`config.mk`:
```
export PLATFORM = sky130hd
export DESIGN_NAME = bus_spi_responder
export DESIGN_NICKNAME = d
export VERILOG_FILES = /design/src/rtl/stepper_bus_pkg.sv /design/src/rtl/spi_shift_engine.sv /design/src/rtl/bus_spi_responder.sv
export SDC_FILE = /design/constraint.sdc
export NUM_CORES = 1
export LEC_CHECK = 0
export CAP_MARGIN = 0
export CORE_UTILIZATION = 35
export CTS_CLUSTER_SIZE = 30
export DETAILED_ROUTE_END_ITERATION = 10
export PLACE_DENSITY = 0.57
export RECOVER_POWER = 100
export SLEW_MARGIN = 20
export SYNTH_ARGS = -nofsm -noshare
export SYNTH_HDL_FRONTEND = slang
export SYNTH_SLANG_ARGS = --single-unit
```
`constraint.sdc`:
```
create_clock -name clk_in -period 2.8 [get_ports clk_in]
set_input_delay 0.7 -clock clk_in [delete_from_list [all_inputs] [get_ports clk_in]]
set_output_delay 0.7 -clock clk_in [all_outputs]
set_load 0.02 [all_outputs]
```
`src/rtl/stepper_bus_pkg.sv`:
```
// Shared definitions for the SPI bus responder: register map, STATUS bits,
// shift-engine state encoding and the byte-enable merge helper.
package stepper_bus_pkg;

  localparam int unsigned FRAME_BITS_DEFAULT = 40;

  localparam logic [1:0] REG_STATUS = 2'd0;
  localparam logic [1:0] REG_TX_HI  = 2'd1;
  localparam logic [1:0] REG_TX_LO  = 2'd2;
  localparam logic [1:0] REG_CLKDIV = 2'd3;

  localparam int unsigned ST_BUSY = 0;
  localparam int unsigned ST_DONE = 1;
  localparam int unsigned ST_OVR  = 2;
  localparam int unsigned ST_IE   = 3;

  typedef enum logic [1:0] {
    S_IDLE,
    S_SETUP,
    S_SHIFT,
    S_HOLD
  } spi_state_t;

  function automatic logic [31:0] apply_be(input logic [31:0] old,
                                           input logic [31:0] wdata,
                                           input logic [3:0]  be);
    logic [31:0] res;
    for (int unsigned i = 0; i < 4; i++)
      res[8*i +: 8] = be[i] ? wdata[8*i +: 8] : old[8*i +: 8];
    return res;
  endfunction

endpackage

```
`src/rtl/spi_shift_engine.sv`:
```
// SPI mode-3 frame engine: SETUP/SHIFT/HOLD sequencing, SCK divider,
// MSB-first transmit and receive shift registers.
module spi_shift_engine
  import stepper_bus_pkg::*;
#(
  parameter int unsigned FRAME_BITS = FRAME_BITS_DEFAULT
) (
  input  logic                  clk,
  input  logic                  rst_n,
  input  logic                  start,
  input  logic [7:0]            div,
  input  logic [FRAME_BITS-1:0] frame,
  output logic                  busy,
  output logic                  done,
  output logic [FRAME_BITS-1:0] rx,
  output logic                  sck,
  output logic                  cs_n,
  output logic                  mosi,
  input  logic                  miso
);
  localparam int unsigned HALVES = 2 * FRAME_BITS;
  localparam int unsigned HW     = $clog2(HALVES);

  spi_state_t            state, state_next;
  logic [7:0]            cnt, div_l;
  logic [HW-1:0]         half;
  logic [FRAME_BITS-1:0] tx;
  logic                  cnt_end, last_half;

  assign cnt_end   = (cnt == div_l);
  assign last_half = (half == HW'(HALVES - 1));
  assign mosi      = tx[FRAME_BITS-1];

  always_comb begin
    state_next = state;
    done       = 1'b0;
    case (state)
      S_IDLE:  if (start) state_next = S_SETUP;
      S_SETUP: if (cnt_end) state_next = S_SHIFT;
      S_SHIFT: if (cnt_end && last_half) state_next = S_HOLD;
      S_HOLD: begin
        if (cnt_end) begin
          state_next = S_IDLE;
          done       = 1'b1;
        end
      end
      default: state_next = S_IDLE;
    endcase
  end

  always_ff @(posedge clk or negedge rst_n) begin
    if (!rst_n) state <= S_IDLE;
    else        state <= state_next;
  end

  always_ff @(posedge clk or negedge rst_n) begin
    if (!rst_n) begin
      cnt   <= '0;
      div_l <= '0;
      half  <= '0;
      tx    <= '0;
      rx    <= '0;
      sck   <= 1'b1;
      cs_n  <= 1'b1;
      busy  <= 1'b0;
    end else begin
      cnt <= (state == S_IDLE || cnt_end) ? '0 : cnt + 8'd1;
      case (state)
        S_IDLE: begin
          if (start) begin
            div_l <= div;
            tx    <= frame;
            half  <= '0;
            cs_n  <= 1'b0;
            busy  <= 1'b1;
          end
        end
        S_SETUP: if (cnt_end) sck <= 1'b0;
        S_SHIFT: begin
          // The first fall happens on SETUP exit without shifting, so bit
          // FRAME_BITS-1 is sampled on the first rise; the last half stays high.
          if (cnt_end) begin
            half <= half + HW'(1);
            if (!last_half) begin
              sck <= ~sck;
              if (sck) tx <= {tx[FRAME_BITS-2:0], 1'b0};
              else     rx <= {rx[FRAME_BITS-2:0], miso};
            end
          end
        end
        S_HOLD: begin
          if (cnt_end) begin
            cs_n <= 1'b1;
            busy <= 1'b0;
            tx   <= '0;
          end
        end
        default: ;
      endcase
    end
  end

endmodule

```
`src/rtl/bus_spi_responder.sv`:
```
// CPU bus responder owning the SPI datagram, reply and divider registers.
// Optional interrupt output and STATUS.ie enabled by defining SPI_IRQ_EN.
module bus_spi_responder
  import stepper_bus_pkg::*;
#(
  parameter int unsigned FRAME_BITS = FRAME_BITS_DEFAULT,
  parameter int unsigned DIV_RESET  = 3
) (
  input  logic        clk_in,
  input  logic        reset_n_in,
  input  logic        enable_in,
  input  logic        write_in,
  input  logic [3:0]  byte_e_in,
  input  logic [1:0]  addr_in,
  input  logic [31:0] data_in,
  output logic [31:0] r_data_out,
  input  logic        serial_in,
  output logic        sck_out,
  output logic        serial_out,
  output logic        cs_n_out,
  output logic        busy_out
`ifdef SPI_IRQ_EN
  ,
  output logic        irq_out
`endif
);
  localparam int unsigned HI_BITS = FRAME_BITS - 32;

  logic [HI_BITS-1:0]    tx_hi, rx_hi;
  logic [31:0]           tx_lo, rx_lo, tx_lo_next, rd_mux;
  logic [7:0]            clkdiv;
  logic                  done_f, ovr_f;
  logic                  wr, rd, st_wr, lo_wr, start;
  logic                  busy, eng_done;
  logic [FRAME_BITS-1:0] rx;
`ifdef SPI_IRQ_EN
  logic                  ie;
  assign irq_out = done_f & ie;
`endif

  assign busy_out = busy;

  always_comb begin
    wr         = enable_in & write_in;
    rd         = enable_in & ~write_in;
    st_wr      = wr && (addr_in == REG_STATUS) && byte_e_in[0];
    lo_wr      = wr && (addr_in == REG_TX_LO);
    start      = lo_wr && !busy;
    tx_lo_next = apply_be(tx_lo, data_in, byte_e_in);
    rd_mux     = '0;
    case (addr_in)
      REG_STATUS: begin
        rd_mux[ST_BUSY] = busy;
        rd_mux[ST_DONE] = done_f;
        rd_mux[ST_OVR]  = ovr_f;
`ifdef SPI_IRQ_EN
        rd_mux[ST_IE]   = ie;
`endif
      end
      REG_TX_HI:  rd_mux[HI_BITS-1:0] = rx_hi;
      REG_TX_LO:  rd_mux = rx_lo;
      REG_CLKDIV: rd_mux[7:0] = clkdiv;
      default:    rd_mux = '0;
    endcase
  end

  always_ff @(posedge clk_in or negedge reset_n_in) begin
    if (!reset_n_in) begin
      r_data_out <= '0;
      tx_hi      <= '0;
      tx_lo      <= '0;
      rx_hi      <= '0;
      rx_lo      <= '0;
      clkdiv     <= 8'(DIV_RESET);
      done_f     <= 1'b0;
      ovr_f      <= 1'b0;
`ifdef SPI_IRQ_EN
      ie         <= 1'b0;
`endif
    end else begin
      r_data_out <= rd ? rd_mux : '0;
      if (wr && addr_in == REG_TX_HI && byte_e_in[0]) tx_hi <= data_in[HI_BITS-1:0];
      if (wr && addr_in == REG_CLKDIV && byte_e_in[0]) clkdiv <= data_in[7:0];
      if (start) tx_lo <= tx_lo_next;
      // Setting terms are OR-ed after the clear so a same-edge set wins.
      done_f <= eng_done | (done_f & ~(st_wr & data_in[ST_DONE]));
      ovr_f  <= (lo_wr & busy) | (ovr_f & ~(st_wr & data_in[ST_OVR]));
      if (eng_done) {rx_hi, rx_lo} <= rx;
`ifdef SPI_IRQ_EN
      if (st_wr) ie <= data_in[ST_IE];
`endif
    end
  end

  spi_shift_engine #(.FRAME_BITS(FRAME_BITS)) u_engine (
    .clk   (clk_in),
    .rst_n (reset_n_in),
    .start (start),
    .div   (clkdiv),
    .frame ({tx_hi, tx_lo_next}),
    .busy  (busy),
    .done  (eng_done),
    .rx    (rx),
    .sck   (sck_out),
    .cs_n  (cs_n_out),
    .mosi  (serial_out),
    .miso  (serial_in)
  );

endmodule

```
==> run summary, run 1 <==
The run finished, with violations left. The checks that failed: capacitance limit, slew limit. The die span in y was 170 um. Summing every instance area after synthesis gives 9930 um2.

At the pin with the least slew margin, the transition time is 2.05 ns. In this design, the largest share of critical-path delay is due to buffers and inverters. The startpoint identified for the worst register-to-register timing path is u_engine.cnt[5]. The headroom to the max-slew limit is -0.370.

For the post-place instance area, the log shows 11300 um2. Derived from the worst setup path, the maximum achievable clock frequency is 0.403 GHz. For this design the static power due to leakage is 5.99 nW. Entering global routing, the biggest net connects 73 pins.

The run gives 0 as the total inserted antenna cells. For the number of cells after detailed placement, the log shows 1188. The kind of critical path is reg -> out. For the worst setup path, the data arrival time is 1.78 ns. The starting density of the core is 0.356, and the routed wire length is 20.3 mm.

The HPWL after detailed placement is 13.3 mm. For the number of DRC violations after detailed routing, the log shows 0. Input and output buffers added on the ports amount to 78. The critical path starts at u_engine.sck. The most used flip-flop cell after synthesis is dfrtp_1. The run gives 0 as the initial antenna violation count.

The final route contains 5998 vias. The tools report the count of hold-fix buffers inserted at cts as 0. The run gives 0 as the count of nets left with antenna violations after detail routing. The tools report the number of cells produced by synthesis as 734.

The highest-delay cell along the critical path was dlygate4sd3_1. In this run, the number of DRC markers left after iteration 0 of detailed routing was 298. The first-pass GRT wire length is 34.3 mm, and the boundary pin count is 79. The worst-skew pair later-pin latency is 0.52 ns.

The fraction of layout cells with a size suffix above 1 is 0.262, and the sequential cell area fraction in the yosys report is 0.580. The signal on the critical path passes through dlygate4sd3_1. The reported max-cap violation count came out at 1. The tools report the core area as 27900 um2. Adding up every negative setup slack in the final design gives 0 ns. The floorplan step defined a die boundary enclosing 29000 um2.

Counting instances in the post-synthesis netlist gives the leading cell types as dfrtp_1, mux2_2, nand2_1, mux2i_1, o21ai_0. The top cell type by total area after synthesis is dfrtp_1. For the endpoint required time on the critical path, the log shows 2.10 ns. Clock skew on the completed layout was measured at 0.00872 ns. Sorting the synthesized cells by area gives the leading types as dfrtp_1, mux2_2, mux2i_1. Buffering stage count on the worst path with inverters included: 1. The worst hold path belongs to the class reg -> reg. The number of fill cells came out at 2587. Across the VDD grid, the largest voltage drop is 0.346 mV.

The area share of the largest cell type after synthesis is 0.570, and the detail-routed net length per standard cell is 16.4 um. The maximum fanout along the worst path came out at 5. The tools report the master cell of the clock root buffer as clkbuf_16. For the number of resized instances in the post-cts repair step, the log shows 0. Buffers inserted during clock tree synthesis total 26. The routed length on met2 is 9.49 mm, and the critical path's largest stage delay is 0.69 ns. After routing the design area is 12200 um2. The total overflow reported by the global router was 0. The number of setup buffers added after CTS is 0. The worst setup path is launched from a flop. The max-slew violation total from the final report was 34; the row count was 61. The final critical-path required period works out to 2.48 ns. The tools report the maximum buffer depth of the clock tree as 3. The count of final setup violators is 0.

The width of the chip was 170 um; the number of nets in the synthesized netlist was 783. The async set or reset register ratio after synthesis was 1.00. The clock-pin slew on the worst setup and hold paths is 0.06 ns.

Final instance count without filler cells: 1236. Overall fraction of global-route tracks in use: 0.148. Total count of hold-check failures in the final report: 0.

Setup slack on the worst reg-to-reg path comes out at 0.33 ns. The Yosys step of the flow raised 0 warnings. The number of distinct library cells after synthesis came out at 53. The uppermost metal layer occupied by signal nets was met4.

The power per cell area was 638 nW/um2. In this run the mean area of a mapped cell was 13.5 um2. The clock drives 230 sinks. Yosys mapped a number of flops with a built-in enable equal to 0.

The net count of the finished layout is 887. The startpoint identified for the worst hold timing path is rx_lo[17]. The fraction of the cycle the final worst path needs is 0.886. TritonCTS built the clock tree. dfrtp_1 is the most common cell in the netlist. The tools report the kind of end point of the critical path as a primary output. Synthesis inferred 230 register bits. The length of the first detailed-routing pass in iterations is 4, and the final estimated routing congestion in global placement is 0.771. For the via count of the first global-routing pass, the log shows 6358.

The detailed router put a total of 9.75 mm of wire on met1. The via density per instance came out at 4.85. The depth of the CTS H-tree was 1. In the detailed route, the total length drawn on met3 is 755 um. Relative to the synthesized area, the layout overhead comes to 22.9%.

Setup repair after global routing left no endpoint under its margin.
registers in the layout, indices dropped and copies added (netlist names), 32 cells and up:
signal	flops
rx_lo	32
r_data_out	32
tx_lo	32
u_engine.tx	40
u_engine.rx	40
cells by family after synthesis:
group           after synthesis  share of synthesized area
flops                       230                      0.580
compound gates               74                     0.0456
xor+xnor                     14                     0.0123
buf+inv                      46                     0.0219
mux                         219                      0.256
simple gates                145                     0.0764
fa+ha+maj                     6                    0.00756
cell usage in the layout, fill, tap and decap left out, types with 8 or more instances in the layout:
cell / instances
a21oi_1: 11
and2_0: 24
buf_4: 17
bufinv_16: 8
clkbuf_1: 12
clkbuf_16: 27
clkdlybuf4s50_1: 40
dfrtp_1: 226
dlygate4sd3_1: 37
inv_1: 10
mux2_1: 35
mux2_2: 141
mux2i_1: 38
nand2_1: 46
nand3_1: 10
nor2_1: 22
o21ai_0: 38
xnor2_1: 10
stage by stage:
| step | worst slack [ns] | power (W) | utilization | hold slack, ns |
|---|---|---|---|---|
| after CTS | 0.357 | 0.00790 | 0.443 | 0.0388 |
| after global routing | 0.156 | 0.00808 | 0.438 | 0.494 |
| after global placement | 0.110 | 0.00389 | 0.407 | 0.461 |
| after detailed placement | 0.0538 | 0.00390 | 0.407 | 0.461 |
| after floorplan | 0.599 | 0.00366 | - | 0.404 |
| final | 0.320 | 0.00778 | 0.438 | 0.468 |
worst paths after layout:
check                                  end  depth (start not counted)
setup / recovery                   sck_out                          1
hold / removal              r_data_out[17]                          1
setup reg to reg           u_engine.tx[16]                          6
hold reg to reg             r_data_out[17]                          1
max in group asynchronous        clkdiv[1]                          2
min in group asynchronous  u_engine.cnt[3]                          1
power breakdown:
part	switching, W	internal, W
registers	0.0000555	0.00340
clock network	0.00137	0.00259
logic	0.000178	0.000185
total	0.00160	0.00618
layer usage:
metal / vias to the layer above / track usage
met3: 24 / 0.0258
met2: 88 / 0.240
li1: 2805 / -
met5: - / 0
met1: 3081 / 0.204
met4: 0 / 0.0360
cell type report:
cell class / instances / area [um2] / area share
flip-flops and latches: 230 / 5760 / 0.472
multi-input cells: 458 / 3850 / 0.316
repair buffers: 112 / 1050 / 0.0865
clock buffers: 32 / 734 / 0.0602
well taps: 378 / 473 / 0.0388
clock inverters: 16 / 285 / 0.0234
inverters: 10 / 37.5 / 0.00308
Note: power is estimated with default switching activity, not from simulation.
==> run 2, diff against run 1 <==
CORE_MARGIN = 3   (was default)
clock period = 2.3 ns   (was 2.8 ns; I/O delays follow)
==> run summary, run 2 (synthesis results as in run 1) <==
Data on the critical path arrives at its endpoint at 2.61 ns. The via count of the first global-routing pass was 6364; the routed wire length was 21.1 mm. For the worst hold slack, the log shows 0.470 ns. TritonCTS built the clock tree. The worst-case IR drop observed on VDD is 0.381 mV. The flow ran to the end, and the final reports show no timing, DRC or antenna violations. The run gives 34.4 mm as the first-pass GRT wire length. CTS placed an instance of clkbuf_16 at the clock tree root.

The net count of the finished layout is 916. The clock drives 230 sinks. In this run the horizontal extent of the chip is 174 um. The wire-length estimate of the detail-placed layout is 13.4 mm.

The largest registers in the layout are u_engine.rx (40), u_engine.tx (40). The worst setup path is captured at a flop. 0 antenna diodes ended up in the layout. The depth of the CTS H-tree came out at 1. The count of port buffers added during placement was 78. STA puts the critical path data required time at 2.70 ns. The count of final setup violators was 0.

The pre-antenna-repair detailed-routing pass consisted of 4 iterations. The maximum fanout along the worst path is 10, and the maximum buffer depth of the clock tree is 3. The tools report the total count of hold-check failures in the final report as 0. The fraction of the cycle the final worst path needs came out at 0.960. The post-route core utilization was 0.445; the count of nets left with antenna violations after detail routing was 0. The number of DRC violations after detailed routing came out at 0. The detail-routed net length per standard cell is 16.7 um. In this run the core area contains 61 standard-cell rows. Headroom to the max-slew limit: 0.0487. The post-CTS setup buffer count is 0, and the initial antenna violation count is 0. From synthesis to final layout, the design area changed by 24.8%. The logs give 6112 for the total vias in the final route and 0 for the max-slew violation total from the final report. The clock-pin slew on the worst setup and hold paths came out at 0.06 ns. At the placement stage, the worst setup path has a slack of -0.244 ns. The tools report the core area as 27900 um2.

Using the TritonRoute via totals, the vias-per-cell ratio works out to 4.84. The setup skew after layout is 0.0124 ns. The transition time at the pin with the least slew margin is 1.43 ns, and the fraction of layout cells with a size suffix above 1 is 0.296. In this run, CTS created clock tree buffers numbering 26.

In this run the count of I/O pins placed on the die edge is 79. The number of fill cells was 2599. For the maximum clock frequency, the log shows 0.453 GHz. In the layout the commonest cells are dfrtp_1, mux2_2, nand2_1. Routability-driven placement finished with a final weighted congestion of 0.810. The tools report the number of design-rule violations left by the first detailed-router iteration as 372. The final critical-path required period was 2.21 ns. The die covers 30400 um2. The tools report the final worst setup slack as 0.0917 ns. Overall fraction of global-route tracks in use: 0.138. Across all register-to-register paths, the minimum setup slack is 0.09 ns. The library cell used most frequently in the layout, excluding fill and tap cells, is dfrtp_1.

Entering global routing, the biggest net connects 53 pins. The tools report the worst-skew pair later-pin latency as 0.52 ns. In this run the power density over the cells is 723 nW/um2. The critical path is of the reg -> reg type.

The die span in y is 174 um. The path class of the tightest hold or removal check is reg -> reg. The leakage power summed over all cells is 6.09 nW.

The tools report the kind of start point of the critical path as a flop. The run gives 0.356 as the starting density of the core. The run gives 0 as the total overflow reported by the global router.

The reported max-cap violation count was 0. Setup repair after global routing left no endpoint under its margin.
## run 2: cell types whose count changed in the layout (fill, tap and decap cells not counted), sizes merged, moves of 2 or more
cell	before	now
clkbuf	45	62
buf	22	41
clkinvlp	2	0
dlygate4sd3	37	35
bufinv	8	3
## run 2: worst paths after layout
path | start | end | depth (start not counted)
max in group asynchronous | reset_n_in | clkdiv[1] | 3
min | rx_lo[19] | r_data_out[19] | 1
max reg2reg | u_engine.cnt[3] | u_engine.tx[11] | 6
min reg2reg | rx_lo[19] | r_data_out[19] | 1
max | u_engine.cnt[3] | u_engine.tx[11] | 6
min in group asynchronous | reset_n_in | u_engine.cnt[6] | 2
## run 2: where the power goes
part	total [W]	switching (W)	internal, W
Sequential	0.00420	0.0000654	0.00414
Combinational	0.000456	0.000218	0.000239
Clock	0.00430	0.00161	0.00270
Total	0.00896	0.00189	0.00707
## run 2: through the flow
step           TNS [ns]  total power (W)  cells  cell area [um2]
2_1_floorplan         0          0.00445    734             9930
3_3_place_gp     -14.24          0.00476   1212            11600
3_5_place_dp     -14.47          0.00476   1212            11600
4_1_cts               0          0.00913   1260            12500
5_1_grt               0          0.00932   1264            12400
6_report              0          0.00896   1264            12400
## run 2: what timing repair did
action,4_1_cts,5_1_grt
cloned,0,4
hold buffers,1,0
pin swaps,0,1
endpoints found under the setup margin,2,14
hold endpoints to repair,40,0
resized for setup,2,8
## run 2: critical path, stage by stage (launching register included)
cell      delay, ns
dfrtp_1        0.43
xnor2_1        0.22
and4_4         0.31
nand2_4        0.07
a2111o_2       0.53
buf_6          0.20
mux2_1         0.32
## run 2: layout make-up
type | count | area [um2] | area share
repair buffers | 141 | 1270 | 0.103
flip-flops and latches | 230 | 5760 | 0.465
multi-input cells | 458 | 3940 | 0.318
well taps | 378 | 473 | 0.0382
inverters | 10 | 37.5 | 0.00303
clock inverters | 8 | 115 | 0.00929
clock buffers | 39 | 791 | 0.0638
## run 2: metal layers
metal	routed length, um	global-route usage	vias to the layer above
li1	-	-	2866
met1	9910	0.192	3109
met2	9820	0.222	105
met3	846	0.0262	32
met4	509	0.0372	0
met5	0	0	-
